**config.mk**
```make
export PLATFORM = sky130hd
export DESIGN_NAME = median_seq
export DESIGN_NICKNAME = d
export VERILOG_FILES = /design/src/rtl/median_pkg.sv /design/src/rtl/median_seq_mce.sv /design/src/rtl/median_seq.sv
export SDC_FILE = /design/constraint.sdc
export NUM_CORES = 1
export LEC_CHECK = 0
export BUFFER_PORTS_ARGS = -buffer_cell sky130_fd_sc_hd__buf_4
export CORE_MARGIN = 3
export CORE_UTILIZATION = 65
export CTS_CLUSTER_DIAMETER = 30
export DETAILED_ROUTE_END_ITERATION = 8
export PLACE_DENSITY = 0.84
export SLEW_MARGIN = 20
export SYNTH_ARGS = -nofsm -noshare
export SYNTH_HDL_FRONTEND = slang
export SYNTH_SLANG_ARGS = --single-unit
```
**constraint.sdc**
```tcl
create_clock -name CLK -period 5.2 [get_ports CLK]
set_clock_uncertainty 0.1 [all_clocks]
set_input_delay 0.78 -clock CLK [delete_from_list [all_inputs] [get_ports CLK]]
set_output_delay 0.78 -clock CLK [all_outputs]
set_load 0.03 [all_outputs]
```
**src/rtl/median_pkg.sv**
```systemverilog
// Shared types and constants for the sequential 3x3 median engine.
package median_pkg;

  typedef enum logic [1:0] {
    LOAD,
    COMP,
    DROP,
    DONE
  } state_t;

  localparam int unsigned NPIX          = 9;
  localparam int unsigned NCMP          = 8;
  localparam int unsigned NPASS         = 5;
  localparam int unsigned DEFAULT_WIDTH = 8;

endpackage

```
**src/rtl/median_seq_mce.sv**
```systemverilog
// Compare-exchange unit: orders two unsigned values into MAX and MIN.
module median_seq_mce
  import median_pkg::*;
#(
  parameter int unsigned WIDTH = DEFAULT_WIDTH
) (
  input  logic [WIDTH-1:0] A,
  input  logic [WIDTH-1:0] B,
  output logic [WIDTH-1:0] MAX,
  output logic [WIDTH-1:0] MIN
);

  // Ties route A to MAX; either choice is equivalent for equal values.
  always_comb begin
    MAX = A;
    MIN = B;
    if (A < B) begin
      MAX = B;
      MIN = A;
    end
  end

endmodule

```
**src/rtl/median_seq.sv**
```systemverilog
// Sequential 3x3 median engine: serial load of nine pixels, five max-finding
// passes through one compare-exchange unit, median presented on valid/ready.
// Optional macro MEDIAN_BYPASS_EN adds BYP: output the centre pixel instead.
module median_seq
  import median_pkg::*;
#(
  parameter int unsigned WIDTH = DEFAULT_WIDTH
) (
  input  logic             CLK,
  input  logic             nRST,
  input  logic [WIDTH-1:0] in_data,
  input  logic             in_valid,
  output logic             in_ready,
  output logic [WIDTH-1:0] out_data,
  output logic             out_valid,
  input  logic             out_ready
`ifdef MEDIAN_BYPASS_EN
  ,
  input  logic             BYP
`endif
);

  state_t           state;
  logic [WIDTH-1:0] r [NPIX];
  logic [3:0]       load_cnt;
  logic [2:0]       cmp_cnt;
  logic [2:0]       pass;
  logic [WIDTH-1:0] mce_max;
  logic [WIDTH-1:0] mce_min;
  logic             accept;
  logic             last_load;
  logic             byp_q;

  assign in_ready  = (state == LOAD);
  assign out_valid = (state == DONE);
  assign accept    = in_valid && (state == LOAD);
  assign last_load = (load_cnt == 4'(NPIX - 1));

  median_seq_mce #(.WIDTH(WIDTH)) u_mce (
    .A   (r[8]),
    .B   (r[7]),
    .MAX (mce_max),
    .MIN (mce_min)
  );

`ifdef MEDIAN_BYPASS_EN
  // Bypass request captured with the ninth pixel, released on result handoff.
  always_ff @(posedge CLK or negedge nRST) begin
    if (!nRST) begin
      byp_q <= 1'b0;
    end else if (accept && last_load) begin
      byp_q <= BYP;
    end else if (state == DONE && out_ready) begin
      byp_q <= 1'b0;
    end
  end

  assign out_data = byp_q ? r[4] : r[8];
`else
  assign byp_q    = 1'b0;
  assign out_data = r[8];
`endif

  // FSM, counters and rotating register bank.
  always_ff @(posedge CLK or negedge nRST) begin
    if (!nRST) begin
      state    <= LOAD;
      load_cnt <= '0;
      cmp_cnt  <= '0;
      pass     <= '0;
      for (int unsigned k = 0; k < NPIX; k++) begin
        r[k] <= '0;
      end
    end else begin
      case (state)
        LOAD: begin
          if (accept) begin
            r[0] <= in_data;
            for (int unsigned k = 1; k < NPIX; k++) begin
              r[k] <= r[k-1];
            end
            if (last_load) begin
              load_cnt <= '0;
              cmp_cnt  <= '0;
              pass     <= '0;
              state    <= COMP;
            end else begin
              load_cnt <= load_cnt + 4'd1;
            end
          end
        end
        COMP: begin
          // Bypass spends one idle COMP cycle so the bank is untouched and
          // the centre pixel stays in r[4].
          if (byp_q) begin
            state <= DONE;
          end else begin
            r[8] <= mce_max;
            r[0] <= mce_min;
            for (int unsigned k = 1; k < NPIX - 1; k++) begin
              r[k] <= r[k-1];
            end
            if (cmp_cnt == 3'(NCMP - 1)) begin
              cmp_cnt <= '0;
              state   <= (pass == 3'(NPASS - 1)) ? DONE : DROP;
            end else begin
              cmp_cnt <= cmp_cnt + 3'd1;
            end
          end
        end
        DROP: begin
          r[8] <= r[7];
          r[0] <= '0;
          for (int unsigned k = 1; k < NPIX - 1; k++) begin
            r[k] <= r[k-1];
          end
          pass    <= pass + 3'd1;
          cmp_cnt <= '0;
          state   <= COMP;
        end
        DONE: begin
          if (out_ready) begin
            load_cnt <= '0;
            state    <= LOAD;
          end
        end
        default: state <= LOAD;
      endcase
    end
  end

endmodule
```
Word-level counts from Yosys, hierarchy flattened --
Index checks and enable logic that the tools add are counted.
Word-level totals: register bits after elaboration 84, output and inout port bits 10
Cells by class: $add $sub $neg 3, magnitude comparators 1, equality and inequality tests 11, multiplexer cells 19, reduce and logical (&&, ||, !) cells 11
Operator list (count):
- 72-bit case mux with 3 select lines | 1
- 72-bit 2-to-1 mux | 1
- 8-bit 2-to-1 mux | 2
- 4-bit 2-to-1 mux | 3
- 3-bit AND reduction | 4
- 3-bit 2-to-1 mux | 3
- 3-bit case mux with 3 select lines | 1
- 8-bit less-than comparator | 1
- 2-bit 2-to-1 mux | 4
- 2-bit by 1-bit != test with 1-bit output (second input constant) | 4
- 2-bit case mux with 4 select lines | 1
- 4-bit case mux with 2 select lines | 1
- 3-bit by 1-bit adder with 3-bit output (second input constant) | 2
- 3-bit == test (second input constant) | 2
- 3-bit case mux with 2 select lines | 1
- 4-bit by 1-bit adder with 4-bit output (second input constant) | 1
- 2-bit == test (second input constant) | 2
- 4-bit == test (second input constant) | 1
- 4-bit AND reduction | 1
- 2-bit nonzero test | 2
- 3-bit nonzero test | 1
- 2-bit by 1-bit == test with 1-bit output (second input constant) | 1
- 2-bit zero test | 1
- 2-bit != test (second input constant) | 1
- 3 further kinds | 3

Depth between registers and ports, before layout --
Gate-level depths: netlist of the first run.
depth after elaboration 4, mapped depth 9, depth with buffers taken out 7

Modules after synthesis --
A second synthesis of the first run with hierarchy kept.
Unflattened totals: cells, all modules 297, area total of the unflattened synthesis 4395.5 µm²
Modules (own cells, without submodules):
- median_seq | instances 1, cells an instance 256, area an instance 3970.1 µm², seq. area each 2102.0 µm²
- median_seq_mce | instances 1, cells an instance 41, area an instance 425.4 µm², seq. area each 0.0 µm²

Worst setup path after synthesis of the first run --
No wires, ideal clock.
path type register to register, from reg r, in the netlist out_data[2], to reg r, in the netlist out_data[0], setup time 0.125 ns, arrival 2.000 ns, data required time 4.975 ns, setup slack 2.975 ns, cell stages (with the launch flop) 9, clock period less this slack 2.225 ns, path through dfrtp_1 ha_1 a211o_2 a31oi_1 o31a_1 buf_6 o21a_1 buf_6 mux2_4
Between the ends: cells in the longest elaborated chain, start to end 3
Ends and longest elaborated chain:
- start, declared | line median_seq.sv:24 | logic [WIDTH-1:0] r [NPIX];
- start signal, assigned by index | line median_seq.sv:80 | r[k] <= r[k-1];
- start signal, assigned by index | line median_seq.sv:101 | r[k] <= r[k-1];
- start signal, assigned by index | line median_seq.sv:115 | r[k] <= r[k-1];
- 8-bit less-than comparator | line median_seq_mce.sv:17 | if (A < B) begin
- 2-bit by 1-bit != test with 1-bit output (no line)
- 3-bit AND reduction (no line)
Every way passes these cells. A chain may end at the register's enable or synchronous reset.

Worst setup path after layout of the first run --
from reg r, in the netlist out_data[2], to reg r, in the netlist out_data[1]
Same word-level chain as after synthesis.

==> impl_metrics.json, run 1 <==
{
  "maxCapViolCount": 0,
  "num-nets-final": 443,
  "synthArstFlopShare_pct": 100,
  "crit_family": "compound AO/OA/AOI/OAI gates",
  "rsz0062_at_grt": "no",
  "routedWlPerCell_um": 14.6,
  "cts.htree.levels": 3,
  "synth_cell_types": 34,
  "path_buf_inv": 0,
  "avgSynthCellArea_sq_um": 9.45,
  "setup_violations": 0,
  "fin_area_sq_um": 4200,
  "place_area_sq_um": 3990,
  "r2r-start": "out_data[2]$_DFFE_PN0P_",
  "clk_latency_ps": 350,
  "core_sq_um": 5640,
  "power_frac_comb_pct": 41.9,
  "p_int_uw": 1600,
  "crit_required_ps": 5340,
  "finalHoldViolCount": 0,
  "synth_edf_count": 0,
  "drtAntennaViolNets": 0,
  "synth_common_cells": "nand2_1, dfrtp_1, o21ai_0, ha_1, inv_1",
  "clkPwrFrac_pct": 17.4,
  "rrSetupSlack_ps": 2470,
  "path_cells": "ha_1 -> a211o_2 -> a31oi_1 -> o31a_1 -> o21a_1 -> mux2_4",
  "swShare_pct": 41.6,
  "antenna_found_initial": 0,
  "ff2ff_path_depth": 6,
  "cts_tree": "yes",
  "vias": 2705,
  "leakage_uw": 0.00221,
  "cts_buffers": 9,
  "cp.arrival_ps": 2870,
  "pwr-share-seq_pct": 40.7,
  "num_rows": 27,
  "viasPerCell": 5.51,
  "wl_mm": 7.15,
  "synth_seq_cells": 84,
  "status": "completed",
  "synth_flop_cell": "dfrtp_1",
  "post-route-drc-count": 0,
  "cts_max_path_buffers": 2,
  "ir_drop_mv": 0.413,
  "clk_pin_slew_ps": 90,
  "grt_pass1_vias": 2531,
  "die_w_um": 83.2,
  "slowest_delay_ps": 480,
  "syn_area_sq_um": 3870,
  "grt_pass1_wl_mm": 12.2,
  "ys_seq_area_share_pct": 54.3,
  "synth_top_area_share_pct": 54.3,
  "ios": 22,
  "port_buffers": 21,
  "die_y_um": 83.2,
  "syn-num-nets": 439,
  "period_share_pct": 52.5,
  "dp_hpwl_mm": 4.68,
  "synthTopCellsByArea": "dfrtp_1, nand2_1, ha_1",
  "grt_start_max_net_pins": 85,
  "final_util_pct": 74.4,
  "root_buffer": "clkbuf_8",
  "fmax_mhz": 366,
  "grtUsageTotal_pct": 22.2,
  "powerDensity_nw_per_um2": 652,
  "final_layout_size_suffix_gt1_share_pct": 12.2,
  "yosysMostFrequentCell": "nand2_1",
  "worstMarginPinSlew_ps": 737,
  "drt_iter0_drc": 184,
  "dieArea_sq_um": 6920,
  "r2r-end": "out_data[1]$_DFFE_PN0P_",
  "cts.sinks": 84,
  "cts_resized": 0,
  "holdBufCountCts": 0,
  "initial_core_util_pct": 68.6,
  "place_congestion": 0.871,
  "critPathKind": "flop to flop",
  "synth_cells": 410,
  "endpoint_kind": "flop",
  "cp_slowest_cell": "o21a_1",
  "yosys.area.top_type": "dfrtp_1",
  "path_max_fanout": 9,
  "relSlewSlack_pct": 50.8,
  "n_antenna_cell": 0,
  "cp-start-kind": "flop",
  "finalCriticalPeriod_ps": 2730,
  "post-cts-setup-buffers": 0,
  "hold_path_class": "input pin to asynchronous set/reset pin",
  "syn_to_final_growth_pct": 8.43,
  "tns_ps": 0,
  "drt-pass1-iter-count": 4,
  "slew_violations": 0,
  "power.switching_uw": 1140,
  "gr-total-overflow": 0,
  "yosysWarnings": 0
}
## per-stage QoR
| step | hold WS [ps] | power, uW | instances | setup slack [ps] |
|---|---|---|---|---|
| after floorplan | 339 | 2040 | 410 | 2970 |
| after global placement | 347 | 2210 | 475 | 2510 |
| after detailed placement | 354 | 2270 | 475 | 2460 |
| after CTS | 371 | 2750 | 491 | 2450 |
| after global routing | 386 | 2970 | 491 | 2340 |
| final | 363 | 2740 | 491 | 2470 |
## registers in the layout, summed over array words and instances (netlist names)
register,cells
cmp_cnt,3
state,2
out_data,8
r,64
pass,3
load_cnt,4
## final cells by class
| type | instances | area (sq um) |
|---|---|---|
| clock buffer | 9 | 124 |
| timing repair buffer | 22 | 169 |
| inverter | 15 | 56.3 |
| fill | 385 | 1440 |
| sequential | 84 | 2100 |
| tap | 72 | 90.1 |
| clock inverter | 7 | 81.3 |
| multi-input combinational | 282 | 1580 |
## power by group through the flow
stage	clock, uW	sequential (uW)	combinational (uW)
global route	515	1150	1300
floorplan	0	1060	977
CTS	485	1110	1150
finish	477	1110	1150
global placement	0	1110	1110
detailed placement	0	1120	1150
## worst max path at each step
| stage | cells after the start | slack, ps | start | end |
|---|---|---|---|---|
| after floorplan | 8 | 2970 | out_data[2]$_DFFE_PN0P_ | out_data[0]$_DFFE_PN0P_ |
| after global placement | 6 | 2510 | in_valid | out_data[6]$_DFFE_PN0P_ |
| after detailed placement | 6 | 2460 | in_valid | out_data[7]$_DFFE_PN0P_ |
| after CTS | 6 | 2450 | out_data[2]$_DFFE_PN0P_ | out_data[1]$_DFFE_PN0P_ |
| after global routing | 6 | 2340 | out_data[2]$_DFFE_PN0P_ | out_data[1]$_DFFE_PN0P_ |
| final | 6 | 2470 | out_data[2]$_DFFE_PN0P_ | out_data[1]$_DFFE_PN0P_ |
## per-layer routing
metal	vias to the layer above	routed length (um)	part of all wire [%]	global-route usage, %
li1	1324	-	-	-
met1	1317	3440	48	31.9
met2	47	3300	46	33.3
met3	17	246	3.4	4.17
met4	0	166	2.3	9.66
met5	-	0	0	0
## layout by cell type, fill, tap and decap left out, types with 4 or more instances in the layout
cell      netlist  routed
nor3b_1         8       8
nand2_1       163     163
mux2_4          8       8
nand3_1         4       4
mux2i_1        10      10
buf_4           8      21
dfrtp_1        84      84
inv_1          15      15
a21oi_1        11      10
ha_1           17      17
clkbuf_8        0       9
o21ai_0        32      32
## logic make-up after synthesis
group,share of synthesized area [%]
AOI/OAI and AO/OA,8.56
adders and majority gates,5.49
buffers and inverters,5.49
DFF,54.3
muxes,6.27
and+or+nand+nor,19.9
(Power assumes the default switching activity.)
==> run 2, diff against run 1 <==
Settings changed: ABC_AREA set to 1, CORE_UTILIZATION 65 to 55, PLACE_DENSITY 0.84 to 0.76.
Clock period 5.2 ns to 2.5 ns, I/O delays scaled along.
==> impl_metrics.json, run 2 <==
{
  "status": "completed",
  "setup_violations": 0,
  "grt_start_max_net_pins": 57,
  "synth-compound-area-share_pct": 7.27,
  "cts_tree": "yes",
  "top_register": "r",
  "relSlewSlack_pct": 62.2,
  "rsz0062_at_grt": "no",
  "synth_common_cells": "nand2_1, dfrtp_1, inv_1, nand3_1, a21oi_1",
  "yosysWarnings": 0,
  "place_congestion": 0.867,
  "yosysMostFrequentCell": "nand2_1",
  "use_met3_pct": 4.58,
  "finalCriticalPeriod_ps": 2040,
  "met1_usage_pct": 27.2,
  "drt-pass1-iter-count": 4,
  "path_cells": "inv_1 -> ha_1 -> nand2_1 -> inv_1 -> nor2_2 -> o21a_1 -> nand2_8 -> nand2_4 -> nand2_4 -> nand2_1 -> o21ai_2",
  "die_w_um": 90.7,
  "syn_to_final_growth_pct": 11.0,
  "cts_resized": 0,
  "hold_path_class": "input pin to flop",
  "powerDensity_nw_per_um2": 1470,
  "gr-total-overflow": 0,
  "synth_seq_cells": 84,
  "die_y_um": 90.7,
  "synth_flop_cell": "dfrtp_1",
  "synth_xor_area_share_pct": 0.666,
  "post-cts-setup-buffers": 0,
  "synth-adder-area-share_pct": 5.39,
  "crit_required_ps": 2650,
  "syn-num-nets": 480,
  "maxCapViolCount": 0,
  "core_sq_um": 6870,
  "drtAntennaViolNets": 0,
  "synth_top_family_by_area": "simple AND/OR/NAND/NOR gates",
  "cts_buffers": 9,
  "ff2ff_path_depth": 11,
  "antenna_found_initial": 0,
  "tns_ps": 0,
  "rrSetupSlack_ps": 460,
  "avgSynthCellArea_sq_um": 8.74,
  "period_share_pct": 81.8,
  "port_buffers": 21,
  "synthTopCellsByArea": "dfrtp_1, nand2_1, ha_1",
  "wl_mm": 7.23,
  "final_layout_size_suffix_gt1_share_pct": 15.1,
  "path_max_fanout": 16,
  "endpoint": "out_data[0]$_DFFE_PN0P_",
  "initial_core_util_pct": 57.4,
  "holdBufCountCts": 1,
  "worstMarginPinSlew_ps": 566,
  "gr-max-usage-layer": "met2",
  "r2r-start": "r[15]$_DFFE_PN0P_",
  "synth_cell_types": 28,
  "viasPerCell": 5.01,
  "num-nets-final": 495,
  "grt_pass1_wl_mm": 12.9,
  "grt_pass1_vias": 2754,
  "post-route-drc-count": 0,
  "yosys.area_share.simple_pct": 25.5,
  "routedWlPerCell_um": 12.7,
  "clk_latency_ps": 350,
  "synth_edf_count": 0,
  "leakage_uw": 0.00235,
  "root_buffer": "clkbuf_8",
  "final_common_cell": "nand2_1",
  "slowest_delay_ps": 370,
  "synthMuxAreaShare_pct": 0,
  "cp-start-kind": "flop",
  "synthArstFlopShare_pct": 100,
  "synth_top_area_share_pct": 53.3,
  "syn_area_sq_um": 3940,
  "power.total_uw": 6430,
  "cts.sinks": 84,
  "num-fill-cells": 586,
  "register_area_sq_um": 2100,
  "yosys.area.top_type": "dfrtp_1",
  "cts_max_path_buffers": 2,
  "dp_hpwl_mm": 5.06,
  "vias": 2842,
  "slew_violations": 0,
  "finalHoldViolCount": 0,
  "critPathKind": "flop to flop",
  "multi_input_area_sq_um": 1530,
  "met2_usage_pct": 31.0,
  "endpoint_kind": "flop",
  "layout_common_cells": "nand2_1, dfrtp_1, inv_1",
  "fmax_mhz": 489,
  "drt_iter0_drc": 224,
  "num_rows": 30,
  "cp_slowest_cell": "o21a_1",
  "grtUsageTotal_pct": 19.6,
  "largest_reg_flops": 64,
  "ir_drop_mv": 0.814,
  "cts.htree.levels": 3,
  "r2r-end": "out_data[0]$_DFFE_PN0P_",
  "cp.arrival_ps": 2190,
  "synth_cells": 451,
  "dieArea_sq_um": 8220,
  "n_antenna_cell": 0,
  "ys_seq_area_share_pct": 53.3,
  "clk_pin_slew_ps": 90,
  "setup.worst_path.start": "r[15]$_DFFE_PN0P_",
  "ios": 22
}
==> run 2: changes by cell type in the layout (fill, tap and decap cells not counted), sizes merged, moves of 4 or more <==
cell,before,now
inv,18,37
mux2i,10,0
a21oi,11,20
nor2,3,17
mux2,10,0
o21ai,32,23
nor3b,8,0
nand3,4,26
buf,22,27
nand2b,4,0
nand2,163,195
==> run 2: stage by stage <==
step | worst slack (ps) | instances | area (sq um) | hold WS [ps] | utilization [%]
floorplan | 658 | 451 | 3940 | -20.6 | -
global placement | 554 | 550 | 4110 | 306 | 59.8
detailed placement | 493 | 550 | 4110 | 306 | 59.8
CTS | 448 | 567 | 4380 | 209 | 63.7
global route | 312 | 567 | 4380 | 245 | 63.7
finish | 456 | 567 | 4380 | 220 | 63.7
==> run 2: routing by layer <==
metal	share of wire [%]	wire (um)
met5	0	0
met4	1.1	81
met3	4.7	343
met2	47	3430
met1	47	3370
==> run 2: area by class of cell <==
type,count,area share (%)
clock buffers,11,3.46
clock inverters,5,2.46
inverters,37,3.17
multi-input cells,306,35.0
flip-flops and latches,84,48.0
well taps,96,2.74
repair buffers,28,5.15
==> run 2: kinds of logic (layout without fill, tap and decap cells) <==
| family | Yosys count | in the layout |
|---|---|---|
| AOI/OAI and AO/OA | 48 | 48 |
| xor gates and xnor gates | 3 | 3 |
| adders and majority gates | 17 | 17 |
| buffers and inverters | 61 | 81 |
| DFF | 84 | 84 |
| and+or+nand+nor | 238 | 238 |
==> run 2: worst min path at each step <==
| stage | cells past startpoint | slack [ps] | end | start |
|---|---|---|---|---|
| final | 3 | 220 | r[69]$_DFFE_PN0P_ | in_data[5] |
| after floorplan | 0 | -20 | cmp_cnt[0]$_DFFE_PN0P_ | nRST |
| after detailed placement | 1 | 310 | r[39]$_DFFE_PN0P_ | nRST |
| after global routing | 3 | 250 | r[65]$_DFFE_PN0P_ | in_data[1] |
| after CTS | 3 | 210 | r[69]$_DFFE_PN0P_ | in_data[5] |
| after global placement | 1 | 310 | r[31]$_DFFE_PN0P_ | nRST |
==> run 2: where the power goes <==
part           total, uW  internal, uW  leakage (uW)  switching (uW)
logic               2940          1000       0.00114            1930
registers           2290          1960       0.00107             335
clock network       1200           721      0.000130             477
==> run 2: worst max-delay path: cells and delay by family (launching register included) <==
| kind | cells | cell delay [ps] |
|---|---|---|
| buf+inv | 2 | 180 |
| compound gates | 2 | 420 |
| simple gates | 6 | 590 |
| flops | 1 | 360 |
| fa+ha+maj | 1 | 270 |
==> run 3, diff against run 2 <==
Settings changed: ABC_AREA 1 to 0, CORE_UTILIZATION 55 to 60, PLACE_DENSITY 0.76 to 0.79.
Clock period 2.5 ns to 2 ns, I/O delays scaled along.
==> impl_metrics.json, run 3 (synthesis results as in run 1) <==
{
  "grt_pass1_vias": 2832,
  "rsz0062_at_grt": "yes",
  "grt_pass1_wl_mm": 13.4,
  "finalCriticalPeriod_ps": 2210,
  "cp-start-kind": "flop",
  "layout.cells.non_filler": 520,
  "setup_violations": 16,
  "cts_buffers": 9,
  "finalHoldWorstSlack_ps": 230,
  "antenna_found_initial": 0,
  "pwr-share-seq_pct": 36.1,
  "period_share_pct": 111,
  "viasPerCell": 5.45,
  "ir_drop_mv": 1.41,
  "relSlewSlack_pct": 69.9,
  "cts_max_path_buffers": 2,
  "top_register": "r",
  "vias": 2835,
  "layout_common_cells": "nand2_1, dfrtp_1, buf_4",
  "clkPwrFrac_pct": 17.6,
  "wl_mm": 7.78,
  "setup_ws_ps": -215,
  "final_common_cell": "nand2_1",
  "post-route-drc-count": 0,
  "power.total_uw": 7900,
  "powerDensity_nw_per_um2": 1750,
  "power.switching_uw": 3110,
  "path_max_fanout": 4,
  "n_antenna_cell": 0,
  "dieArea_sq_um": 7450,
  "hold_path_class": "input pin to flop",
  "path_cells": "inv_2 -> ha_4 -> a211o_2 -> a31oi_4 -> o31a_1 -> o21a_1 -> buf_6 -> mux2_4",
  "worstMarginPinSlew_ps": 450,
  "grt_start_max_net_pins": 60,
  "final_layout_size_suffix_gt1_share_pct": 18.2,
  "slowest_delay_ps": 390,
  "drt-pass1-iter-count": 5,
  "gr-total-overflow": 0,
  "drtAntennaViolNets": 0,
  "status": "finished with violations",
  "routed.top_layer": "met4",
  "multi_input_area_sq_um": 1610,
  "fmax_mhz": 452,
  "num_rows": 28,
  "place_area_sq_um": 4210,
  "failed_checks": "setup timing",
  "initial_core_util_pct": 63.5,
  "swShare_pct": 39.3,
  "cts.sinks": 84,
  "num-fill-cells": 432,
  "die_w_um": 86.3,
  "port_buffers": 21,
  "routedWlPerCell_um": 15.0,
  "cp_slowest_cell": "dfrtp_1",
  "fin_area_sq_um": 4510,
  "register_area_sq_um": 2100,
  "p_int_uw": 4800,
  "maxCapViolCount": 0,
  "cts.htree.levels": 3,
  "cts_tree": "yes",
  "clk_pin_slew_ps": 80,
  "clk_latency_ps": 350,
  "slew_violations": 0,
  "wl_met1_mm": 3.62,
  "largest_reg_flops": 64,
  "syn_to_final_growth_pct": 16.3,
  "die_y_um": 86.3,
  "wl_met2_mm": 3.73,
  "grtUsageTotal_pct": 23.1,
  "leakage_uw": 0.00238,
  "crit_required_ps": 2140,
  "ios": 22,
  "endpoint_kind": "flop",
  "finalHoldViolCount": 0,
  "dp_hpwl_mm": 5.32,
  "met3_length_um": 216,
  "num-nets-final": 469,
  "power_frac_comb_pct": 46.3,
  "place_congestion": 0.834,
  "core_sq_um": 6100,
  "drt_iter0_drc": 206,
  "root_buffer": "clkbuf_8",
  "cp.arrival_ps": 2350,
  "critPathKind": "flop to flop",
  "place_inst": 502
}
==> run 3: what timing repair did <==
action                                 in CTS  in global routing
hold buffers                                1                  0
endpoints found under the hold margin      26                  0
pin swaps                                   2                  0
setup buffers                               1                  0
resized for setup                           6                  3
setup endpoints to repair                  16                 57
==> run 3: final cells by class <==
type                            instances  share of cell area [%]
Clock inverter                          4                    1.56
Clock buffer                           12                    3.67
Inverter                               15                    1.25
Tap cell                               75                    2.08
Sequential cell                        84                    46.7
Multi-Input combinational cell        282                    35.7
Timing Repair Buffer                   48                    9.05
==> run 3: per-stage QoR <==
stage                     setup slack, ps  TNS [ps]  util [%]
after detailed placement             -185     -2310      69.0
after global routing                 -261     -3530      73.9
after floorplan                      -193     -1540         -
final                                -215     -2740      73.9
after CTS                            -177     -2170      73.8
after global placement              -71.2      -571      69.0
==> run 3: critical path: cells and delay by family, from the launching register on <==
kind | cells | cell delay [ps]
AO/OA/AOI/OAI | 4 | 880
adder cells (fa/ha/maj) | 1 | 210
buffers and inverters | 2 | 230
flip-flops | 1 | 390
multiplexers | 1 | 300
==> run 3: path summary, 6_finish.rpt <==
kind	from	endpoint	slack, ps	depth (start not counted)
setup / recovery	r[10]$_DFFE_PN0P_	out_data[0]$_DFFE_PN0P_	-210	8
hold / removal	in_valid	load_cnt[0]$_DFFE_PN0P_	230	3
setup reg to reg	r[10]$_DFFE_PN0P_	out_data[0]$_DFFE_PN0P_	-210	8
hold reg to reg	r[44]$_DFFE_PN0P_	r[36]$_DFFE_PN0P_	360	2
max in group asynchronous	nRST	out_data[7]$_DFFE_PN0P_	860	3
min in group asynchronous	nRST	load_cnt[2]$_DFFE_PN0P_	310	2
==> run 3: power groups by stage <==
| stage | registers [uW] | clock network [uW] | logic [uW] |
|---|---|---|---|
| 3_5_place_dp | 2860 | 0 | 3500 |
| 6_report | 2850 | 1390 | 3660 |
| 2_1_floorplan | 2760 | 0 | 2550 |
| 5_1_grt | 2930 | 1480 | 4080 |
| 4_1_cts | 2840 | 1400 | 3660 |
| 3_3_place_gp | 2830 | 0 | 3360 |
==> run 3: layer usage <==
| layer | up-vias | track usage (%) |
|---|---|---|
| met2 | 41 | 35.9 |
| li1 | 1382 | - |
| met1 | 1393 | 31.7 |
| met4 | 0 | 11.6 |
| met3 | 19 | 3.61 |
| met5 | - | 0 |
